--- config.mk ---
export PLATFORM = sky130hd
export DESIGN_NAME = grid_scan_tracker
export DESIGN_NICKNAME = d
export VERILOG_FILES = /design/src/rtl/grid_scan_tracker.sv
export SDC_FILE = /design/constraint.sdc
export NUM_CORES = 1
export LEC_CHECK = 0
export ABC_AREA = 0
export CELL_PAD_IN_SITES_DETAIL_PLACEMENT = 1
export CELL_PAD_IN_SITES_GLOBAL_PLACEMENT = 2
export CORE_MARGIN = 2
export CORE_UTILIZATION = 29
export CTS_CLUSTER_SIZE = 10
export DETAILED_ROUTE_END_ITERATION = 8
export GPL_ROUTABILITY_DRIVEN = 1
export GPL_TIMING_DRIVEN = 0
export PLACE_DENSITY_LB_ADDON = 0.1
export SYNTH_ARGS = -nofsm -noshare
export SYNTH_HDL_FRONTEND = slang
export SYNTH_SLANG_ARGS = --single-unit
--- constraint.sdc ---
create_clock -name clk -period 3.06 [get_ports clk]
set_input_delay 0.459 -clock clk [delete_from_list [all_inputs] [get_ports clk]]
set_output_delay 0.459 -clock clk [all_outputs]
set_load 0.01 [all_outputs]
--- src/rtl/grid_scan_tracker.sv ---
// Scan-position tracker for the VGA game board. Follows the raster with
// per-axis position/cell counters instead of per-line comparators, reports
// grid-line and cell-interior hits with cell coordinates and in-cell offsets,
// and produces a frame-rate blinking highlight for one selected cell.
module grid_scan_tracker #(
  parameter  int N            = 4,
  parameter  int CELL_W       = 102,
  parameter  int LINE_W       = 8,
  parameter  int X0           = 16,
  parameter  int Y0           = 16,
  parameter  int COORD_W      = 10,
  parameter  int BLINK_FRAMES = 30,
  localparam int PITCH        = CELL_W + LINE_W,
  localparam int PW           = $clog2(PITCH),
  localparam int CW           = $clog2(N + 1)
) (
  input  logic               clk,
  input  logic               rst,
  input  logic               pixel_en,
  input  logic [COORD_W-1:0] x,
  input  logic [COORD_W-1:0] y,
  input  logic               frame_start,
  input  logic [CW-1:0]      sel_row,
  input  logic [CW-1:0]      sel_col,
  input  logic               blink_en,
  output logic               in_grid,
  output logic               in_cell,
  output logic [CW-1:0]      cell_row,
  output logic [CW-1:0]      cell_col,
  output logic [PW-1:0]      cell_px,
  output logic [PW-1:0]      cell_py,
  output logic               highlight
);

  localparam int FW = (BLINK_FRAMES > 1) ? $clog2(BLINK_FRAMES) : 1;

  localparam logic [COORD_W-1:0] X0_C       = COORD_W'(X0);
  localparam logic [COORD_W-1:0] Y0_C       = COORD_W'(Y0);
  localparam logic [PW-1:0]      PITCH_LAST = PW'(PITCH - 1);
  localparam logic [PW-1:0]      LINE_LAST  = PW'(LINE_W - 1);
  localparam logic [PW-1:0]      LINE_P     = PW'(LINE_W);
  localparam logic [CW-1:0]      CELL_N     = CW'(N);
  localparam logic [FW-1:0]      FRAME_LAST = FW'(BLINK_FRAMES - 1);

  logic [PW-1:0] xPos_q, xPos_d, yPos_q, yPos_d;
  logic [CW-1:0] xCell_q, xCell_d, yCell_q, yCell_d;
  logic          xAct_q, xAct_d, yAct_q, yAct_d;
  logic [FW-1:0] frameCnt_q, frameCnt_d;
  logic          blinkPhase_q, blinkPhase_d;

  logic act, xLine, yLine, cellHit;

  // Next-state: horizontal/vertical counters advance per pixel, blink per frame
  always_comb begin
    xPos_d       = xPos_q;
    xCell_d      = xCell_q;
    xAct_d       = xAct_q;
    yPos_d       = yPos_q;
    yCell_d      = yCell_q;
    yAct_d       = yAct_q;
    frameCnt_d   = frameCnt_q;
    blinkPhase_d = blinkPhase_q;

    if (pixel_en) begin
      if (x == X0_C) begin
        xPos_d  = '0;
        xCell_d = '0;
        xAct_d  = 1'b1;
      end else if (xAct_q) begin
        if (xCell_q == CELL_N && xPos_q == LINE_LAST) begin
          xAct_d = 1'b0;
        end else if (xPos_q == PITCH_LAST) begin
          xPos_d  = '0;
          xCell_d = xCell_q + CW'(1);
        end else begin
          xPos_d = xPos_q + PW'(1);
        end
      end

      // The left grid edge is the one pixel per line where the row advances
      if (x == X0_C) begin
        if (y == Y0_C) begin
          yPos_d  = '0;
          yCell_d = '0;
          yAct_d  = 1'b1;
        end else if (y < Y0_C) begin
          yAct_d = 1'b0;
        end else if (yAct_q) begin
          if (yCell_q == CELL_N && yPos_q == LINE_LAST) begin
            yAct_d = 1'b0;
          end else if (yPos_q == PITCH_LAST) begin
            yPos_d  = '0;
            yCell_d = yCell_q + CW'(1);
          end else begin
            yPos_d = yPos_q + PW'(1);
          end
        end
      end
    end

    if (frame_start) begin
      if (!blink_en) begin
        frameCnt_d   = '0;
        blinkPhase_d = 1'b1;
      end else if (frameCnt_q == FRAME_LAST) begin
        frameCnt_d   = '0;
        blinkPhase_d = ~blinkPhase_q;
      end else begin
        frameCnt_d = frameCnt_q + FW'(1);
      end
    end
  end

  // State registers with synchronous active-low reset
  always_ff @(posedge clk) begin
    if (!rst) begin
      xPos_q       <= '0;
      xCell_q      <= '0;
      xAct_q       <= 1'b0;
      yPos_q       <= '0;
      yCell_q      <= '0;
      yAct_q       <= 1'b0;
      frameCnt_q   <= '0;
      blinkPhase_q <= 1'b1;
    end else begin
      xPos_q       <= xPos_d;
      xCell_q      <= xCell_d;
      xAct_q       <= xAct_d;
      yPos_q       <= yPos_d;
      yCell_q      <= yCell_d;
      yAct_q       <= yAct_d;
      frameCnt_q   <= frameCnt_d;
      blinkPhase_q <= blinkPhase_d;
    end
  end

  // Output decode from the tracked position of the last sampled pixel
  always_comb begin
    act       = xAct_q & yAct_q;
    xLine     = (xPos_q < LINE_P);
    yLine     = (yPos_q < LINE_P);
    cellHit   = act & ~xLine & ~yLine;
    in_grid   = act & (xLine | yLine);
    in_cell   = cellHit;
    cell_col  = act ? xCell_q : '0;
    cell_row  = act ? yCell_q : '0;
    cell_px   = cellHit ? (xPos_q - LINE_P) : '0;
    cell_py   = cellHit ? (yPos_q - LINE_P) : '0;
    highlight = cellHit & (yCell_q == sel_row) & (xCell_q == sel_col) & blinkPhase_q;
  end

endmodule
==> results.sh, run 1 <==
export IMPL_status="finished, final reports clean"
export IMPL_dpl_cell_area_mm2=0.00244
export IMPL_cts_tree="built"
export IMPL_p_leak_nw=0.918
export IMPL_core_area_mm2=0.00603
export IMPL_r2r_end="xPos_q[3]"
export IMPL_synth_area_leaders="dfxtp_1 31%, ha_1 9.6%, nor2_1 6.4%"
export IMPL_globalplace_congestion=0.758
export IMPL_fmax_ghz=0.353
export IMPL_insertedDiodeCount=0
export IMPL_antenna_found_initial=0
export IMPL_io_pins=54
export IMPL_grt_start_max_net_pins=17
export IMPL_final_util_pct=41.8
export IMPL_min_period_ns=2.84
export IMPL_cp_slowest_stage_delay_ns=0.54
export IMPL_synth_top_area_cell="dfxtp_1"
export IMPL_cp_arrival_ns=2.38
export IMPL_wl_per_cell_um=13.7
export IMPL_syn_area_mm2=0.00183
export IMPL_fp_row_count=28
export IMPL_r2r_slack_ns=0.88
export IMPL_h_tree_depth=1
export IMPL_hold_ws_ns=0.505
export IMPL_overflow=0
export IMPL_grt_pass1_wl_um=8220
export IMPL_vias=1790
export IMPL_skew_ns=0.00577
export IMPL_die_area_mm2=0.00696
export IMPL_finalSetupViolCount=0
export IMPL_rr_worst_depth=7
export IMPL_yosysUniqueCellTypes=41
export IMPL_crit_cells=8
export IMPL_clk_pin_slew_ns=0.11
export IMPL_syn_area_per_cell_um2=8.02
export IMPL_period_share_pct=92.7
export IMPL_hold_viol_final=0
export IMPL_min_path_type="flop to flop"
export IMPL_clock_path_buffers=2
export IMPL_synth_common_cells="31 x nor2_1, 28 x dfxtp_1, 20 x nand2_1, 17 x inv_1, 14 x ha_1"
export IMPL_cts_root_buf="clkbuf_8"
export IMPL_endpoint_kind="output pin"
export IMPL_fill_cells=746
export IMPL_fin_cells=359
export IMPL_setup_slack_ns=0.225
export IMPL_fin_nets=330
export IMPL_cap_violations=0
export IMPL_start_util_pct=30.4
export IMPL_viasPerCell=4.99
export IMPL_drc=0
export IMPL_track_usage_pct=14.2
export IMPL_cts_made_buffers=3
export IMPL_peakVddDrop_mv=0.206
export IMPL_port_buffers=52
export IMPL_yosysMostFrequentCell="nor2_1"
export IMPL_dp_hpwl_um=3900
export IMPL_synthCells=228
export IMPL_synth_edf_count=0
export IMPL_drv_slew=0
export IMPL_drive_above_1_share_pct=5.28
export IMPL_startpoint_type="flop"
export IMPL_dp_cells=355
export IMPL_synth_warnings=0
export IMPL_cts_hold_buf=0
export IMPL_yosys_area_top_type_share_pct=30.6
export IMPL_path_buf_inv=3
export IMPL_holdPathEnd="yPos_q[1]"
export IMPL_relSlewSlack_pct=53.5
export IMPL_drt_total_wl_um=4900
export IMPL_ys_flop_type="dfxtp_1"
export IMPL_required_ns=2.60
export IMPL_ys_ff_latch=28
export IMPL_rr_startpoint="xCell_q[0]"
export IMPL_p_per_area_mw_per_mm2=298
export IMPL_crit_slowest_cell="clkdlybuf4s50_1"
export IMPL_cp_cell_sequence="inv_1 > ha_1 > nor3b_1 > nor2_1 > nand3_1 > buf_2 > nor2_1 > clkdlybuf4s50_1"
export IMPL_dieHeight_um=83.4
export IMPL_min_from="yPos_q[1]"
export IMPL_tightest_slew_ns=0.687
export IMPL_finalInstanceArea_mm2=0.00252
export IMPL_power_total_mw=0.751
export IMPL_drtPass1Iterations=4
export IMPL_syn_num_nets=273
export IMPL_fin_setup_tns_ns=0
export IMPL_worstPathMaxFanout=10
export IMPL_drtAntennaViolNets=0
export IMPL_die_w_um=83.4
export IMPL_yosysSeqAreaShare_pct=30.6
export IMPL_async_reset_ff_share_pct=0
export IMPL_worstHoldPathCells=2
export IMPL_cp_common_cell="nor2_1"
export IMPL_critical_path_class="flop to output pin"
export IMPL_dr_first_iter_drc_count=41
export IMPL_area_growth_pct=37.8
export IMPL_grt_pass1_vias=1750
export IMPL_place_ws_ns=0.306
export IMPL_clk_latency_ns=0.28
export IMPL_crit_family="buffers and inverters"
export IMPL_clkSinkCount=28
worst reg2reg max path: cells and delay by family (launching register included):
family	cells	cell delay, ns
simple gates	3	0.80
fa+ha+maj	1	0.21
buf+inv	1	0.10
flops	1	0.41
compound gates	2	0.58
metal layers:
metal / GRT usage (%) / wire length, µm / vias up
li1: - / - / 908
met1: 18.5 / 2300 / 846
met2: 24.3 / 2380 / 34
met3: 3.18 / 188 / 2
met4: 2.20 / 29 / 0
met5: 0 / 0 / -
final cells by class:
type,instances,area [µm²],area share (%)
Buffer,7,30.0,1.19
Clock buffer,3,41.3,1.64
Clock inverter,1,30.0,1.19
Inverter,17,63.8,2.53
Multi-Input combinational cell,176,1180,46.7
Sequential cell,28,564,22.4
Tap cell,75,93.8,3.72
Timing Repair Buffer,52,520,20.7
power by group:
group,total [mW],leakage [nW],internal [mW],switching (mW)
Clock,0.303,0.0357,0.175,0.128
Combinational,0.0741,0.655,0.0464,0.0277
Sequential,0.374,0.228,0.368,0.00536
Total,0.751,0.918,0.590,0.161
placed cells by master, fill, tap and decap left out, drive strengths merged, types with 3 or more instances in the layout:
| master | n |
|---|---|
| or4 | 3 |
| a21oi | 9 |
| inv | 17 |
| nor4 | 3 |
| buf | 3 |
| clkdlybuf4s50 | 52 |
| or3 | 5 |
| nand2 | 20 |
| o31ai | 4 |
| clkbuf | 7 |
| nand4 | 10 |
| nor3 | 3 |
| xnor2 | 12 |
| ha | 14 |
| xor2 | 8 |
| o21ai | 7 |
| and2 | 7 |
| nor2 | 31 |
| nand3 | 7 |
| and3 | 3 |
| nor3b | 3 |
| a21boi | 4 |
| dfxtp | 28 |
how the worst max path moves through the flow:
| stage | startpoint | to | slack, ns |
|---|---|---|---|
| finish | xPos_q[3] | cell_px[6] | 0.22 |
| global route | xPos_q[3] | cell_px[6] | -0.007 |
| CTS | xPos_q[4] | cell_px[6] | 0.01 |
| detailed placement | xPos_q[3] | cell_px[6] | 0.31 |
| global placement | xPos_q[3] | cell_px[6] | 0.31 |
| floorplan | y[6] | yPos_q[6] | 1.13 |
registers in the layout (all words and copies together) (netlist names):
name          flops
xPos_q            7
yPos_q            7
frameCnt_q        5
xCell_q           3
yCell_q           3
blinkPhase_q      1
xAct_q            1
yAct_q            1
logic make-up (layout without fill, tap and decap cells):
| kind of cell | count (synthesis) | in the layout | share of synthesized area, % |
|---|---|---|---|
| XOR/XNOR | 20 | 20 | 9.58 |
| multiplexers | 2 | 2 | 1.09 |
| adder cells (fa/ha/maj) | 14 | 14 | 9.58 |
| flip-flops | 28 | 28 | 30.6 |
| buffers and inverters | 24 | 80 | 5.06 |
| AO/OA/AOI/OAI | 34 | 34 | 12.0 |
| AND/OR/NAND/NOR | 106 | 106 | 32.1 |
what timing repair did:
item	4_1_cts	5_1_grt
gates resized for setup	1	5
setup buffers	0	0
cloned	0	0
setup endpoints to repair	3	15
Note: power is estimated with default switching activity, not from simulation.
==> inputs of run 2 (changes only) <==
Settings changed: GPL_ROUTABILITY_DRIVEN 1 to default, RECOVER_POWER from default to 25.
==> run 2 against run 1 <==
- non-clock buffer count unchanged
- clock skew about the same
- maximum frequency unchanged
- routed wire length hardly changed
- largest cell class unchanged
- final cell count unchanged
- flip-flop and latch count stayed put
- sequential share of layout area did not move
- hold slack hardly changed
- critical path type unchanged
- largest power group unchanged
- highest routed layer unchanged
- cell area stayed put
- via count did not move
==> results.sh, run 2 (synthesis gave the netlist of run 1 again) <==
export IMPL_insertedDiodeCount=0
export IMPL_power_total_mw=0.751
export IMPL_track_usage_pct=14.2
export IMPL_post_cts_setup_buffer_count=0
export IMPL_dr_first_iter_drc_count=42
export IMPL_fin_cells=359
export IMPL_dp_hpwl_um=3900
export IMPL_clk_latency_ns=0.28
export IMPL_antenna_found_initial=0
export IMPL_globalplace_congestion=0.758
export IMPL_cts_tree="built"
export IMPL_core_area_mm2=0.00603
export IMPL_area_growth_pct=37.8
export IMPL_dp_cells=355
export IMPL_layout_common_cells="49 x clkdlybuf4s50_1, 31 x nor2_1, 25 x dfxtp_1"
export IMPL_clk_pin_slew_ns=0.11
export IMPL_wl_per_cell_um=13.7
export IMPL_fp_row_count=28
export IMPL_critical_path_class="flop to output pin"
export IMPL_drtPass1Iterations=4
export IMPL_worstPathMaxFanout=10
export IMPL_clock_path_buffers=2
export IMPL_peakVddDrop_mv=0.206
export IMPL_place_ws_ns=0.306
export IMPL_start_util_pct=30.4
export IMPL_relSlewSlack_pct=53.5
export IMPL_p_per_area_mw_per_mm2=298
export IMPL_drv_slew=0
export IMPL_rr_worst_depth=7
export IMPL_required_ns=2.60
export IMPL_cts_made_buffers=3
export IMPL_fin_setup_tns_ns=0
export IMPL_skew_ns=0.00578
export IMPL_grt_pass1_wl_um=8220
export IMPL_cap_violations=0
export IMPL_gr_max_usage_layer="met2"
export IMPL_dpl_cell_area_mm2=0.00244
export IMPL_grt_util_met3_pct=3.18
export IMPL_cp_arrival_ns=2.38
export IMPL_grt_use_met1_pct=18.5
export IMPL_cp_common_cell="nor2_1"
export IMPL_drtAntennaViolNets=0
export IMPL_io_pins=54
export IMPL_dieHeight_um=83.4
export IMPL_crit_slowest_cell="clkdlybuf4s50_1"
export IMPL_cts_hold_buf=0
export IMPL_min_path_type="flop to flop"
export IMPL_fin_nets=330
export IMPL_viasPerCell=4.99
export IMPL_drc=0
export IMPL_finalInstanceArea_mm2=0.00252
export IMPL_finalSetupViolCount=0
export IMPL_tightest_slew_ns=0.687
export IMPL_status="finished, final reports clean"
export IMPL_vias=1790
export IMPL_grt_pass1_vias=1750
export IMPL_final_util_pct=41.8
export IMPL_setup_slack_ns=0.225
export IMPL_die_w_um=83.4
export IMPL_min_period_ns=2.84
export IMPL_h_tree_depth=1
export IMPL_endpoint_kind="output pin"
export IMPL_gr_usage_met2_pct=24.3
export IMPL_fmax_ghz=0.353
export IMPL_hold_ws_ns=0.505
export IMPL_cp_cell_sequence="inv_1 > ha_1 > nor3b_1 > nor2_1 > nand3_1 > buf_2 > nor2_1 > clkdlybuf4s50_1"
export IMPL_grt_start_max_net_pins=17
export IMPL_period_share_pct=92.7
export IMPL_worstHoldPathCells=2
export IMPL_cts_root_buf="clkbuf_8"
export IMPL_top_regs="xPos_q (7), yPos_q (7), frameCnt_q (5)"
export IMPL_port_buffers=52
export IMPL_drt_total_wl_um=4900
export IMPL_clkSinkCount=28
export IMPL_drive_above_1_share_pct=5.28
export IMPL_p_leak_nw=0.925
export IMPL_cp_slowest_stage_delay_ns=0.54
export IMPL_final_common_cell="clkdlybuf4s50_1"
export IMPL_startpoint_type="flop"
export IMPL_die_area_mm2=0.00696
export IMPL_overflow=0
export IMPL_hold_viol_final=0
run 2: cell count changes in the layout (fill, tap and decap cells not counted), sizes merged:
cell           change
clkdlybuf4s50      -3
dlygate4sd3        +3
run 2: critical path: cells and delay by family, from the launching register on:
kind | cells | cell delay, ns
and+or+nand+nor | 4 | 0.58
buffers and inverters | 3 | 0.86
adders and majority gates | 1 | 0.22
DFF | 1 | 0.43
run 2: path summary, 6_finish.rpt:
path           endpoint  slack [ns]  startpoint
min reg2reg   yPos_q[1]        0.50   yPos_q[1]
min           yPos_q[1]        0.50   yPos_q[1]
max reg2reg   xPos_q[3]        0.88  xCell_q[0]
max          cell_px[6]        0.22   xPos_q[3]
run 2: where the power goes:
part	internal [mW]	switching [mW]	total, mW
sequential	0.368	0.00536	0.374
combinational	0.0461	0.0277	0.0738
clock	0.175	0.128	0.303
total	0.590	0.161	0.751
run 2: cell type report:
cell class	instances	area, µm²
multi-input combinational	176	1180
tap	75	93.8
clock buffer	3	41.3
buffer	7	30.0
fill	746	3510
timing repair buffer	52	520
inverter	17	63.8
clock inverter	1	30.0
sequential	28	564
run 2: per-layer routing:
layer	vias to the layer above	wire length, µm
met3	2	188
li1	908	-
met1	846	2300
met4	0	29
met2	34	2380
met5	-	0
run 2: timing repair:
action	CTS	global route
resized for setup	1	5
endpoints found under the hold margin	0	0
setup endpoints to repair	3	15
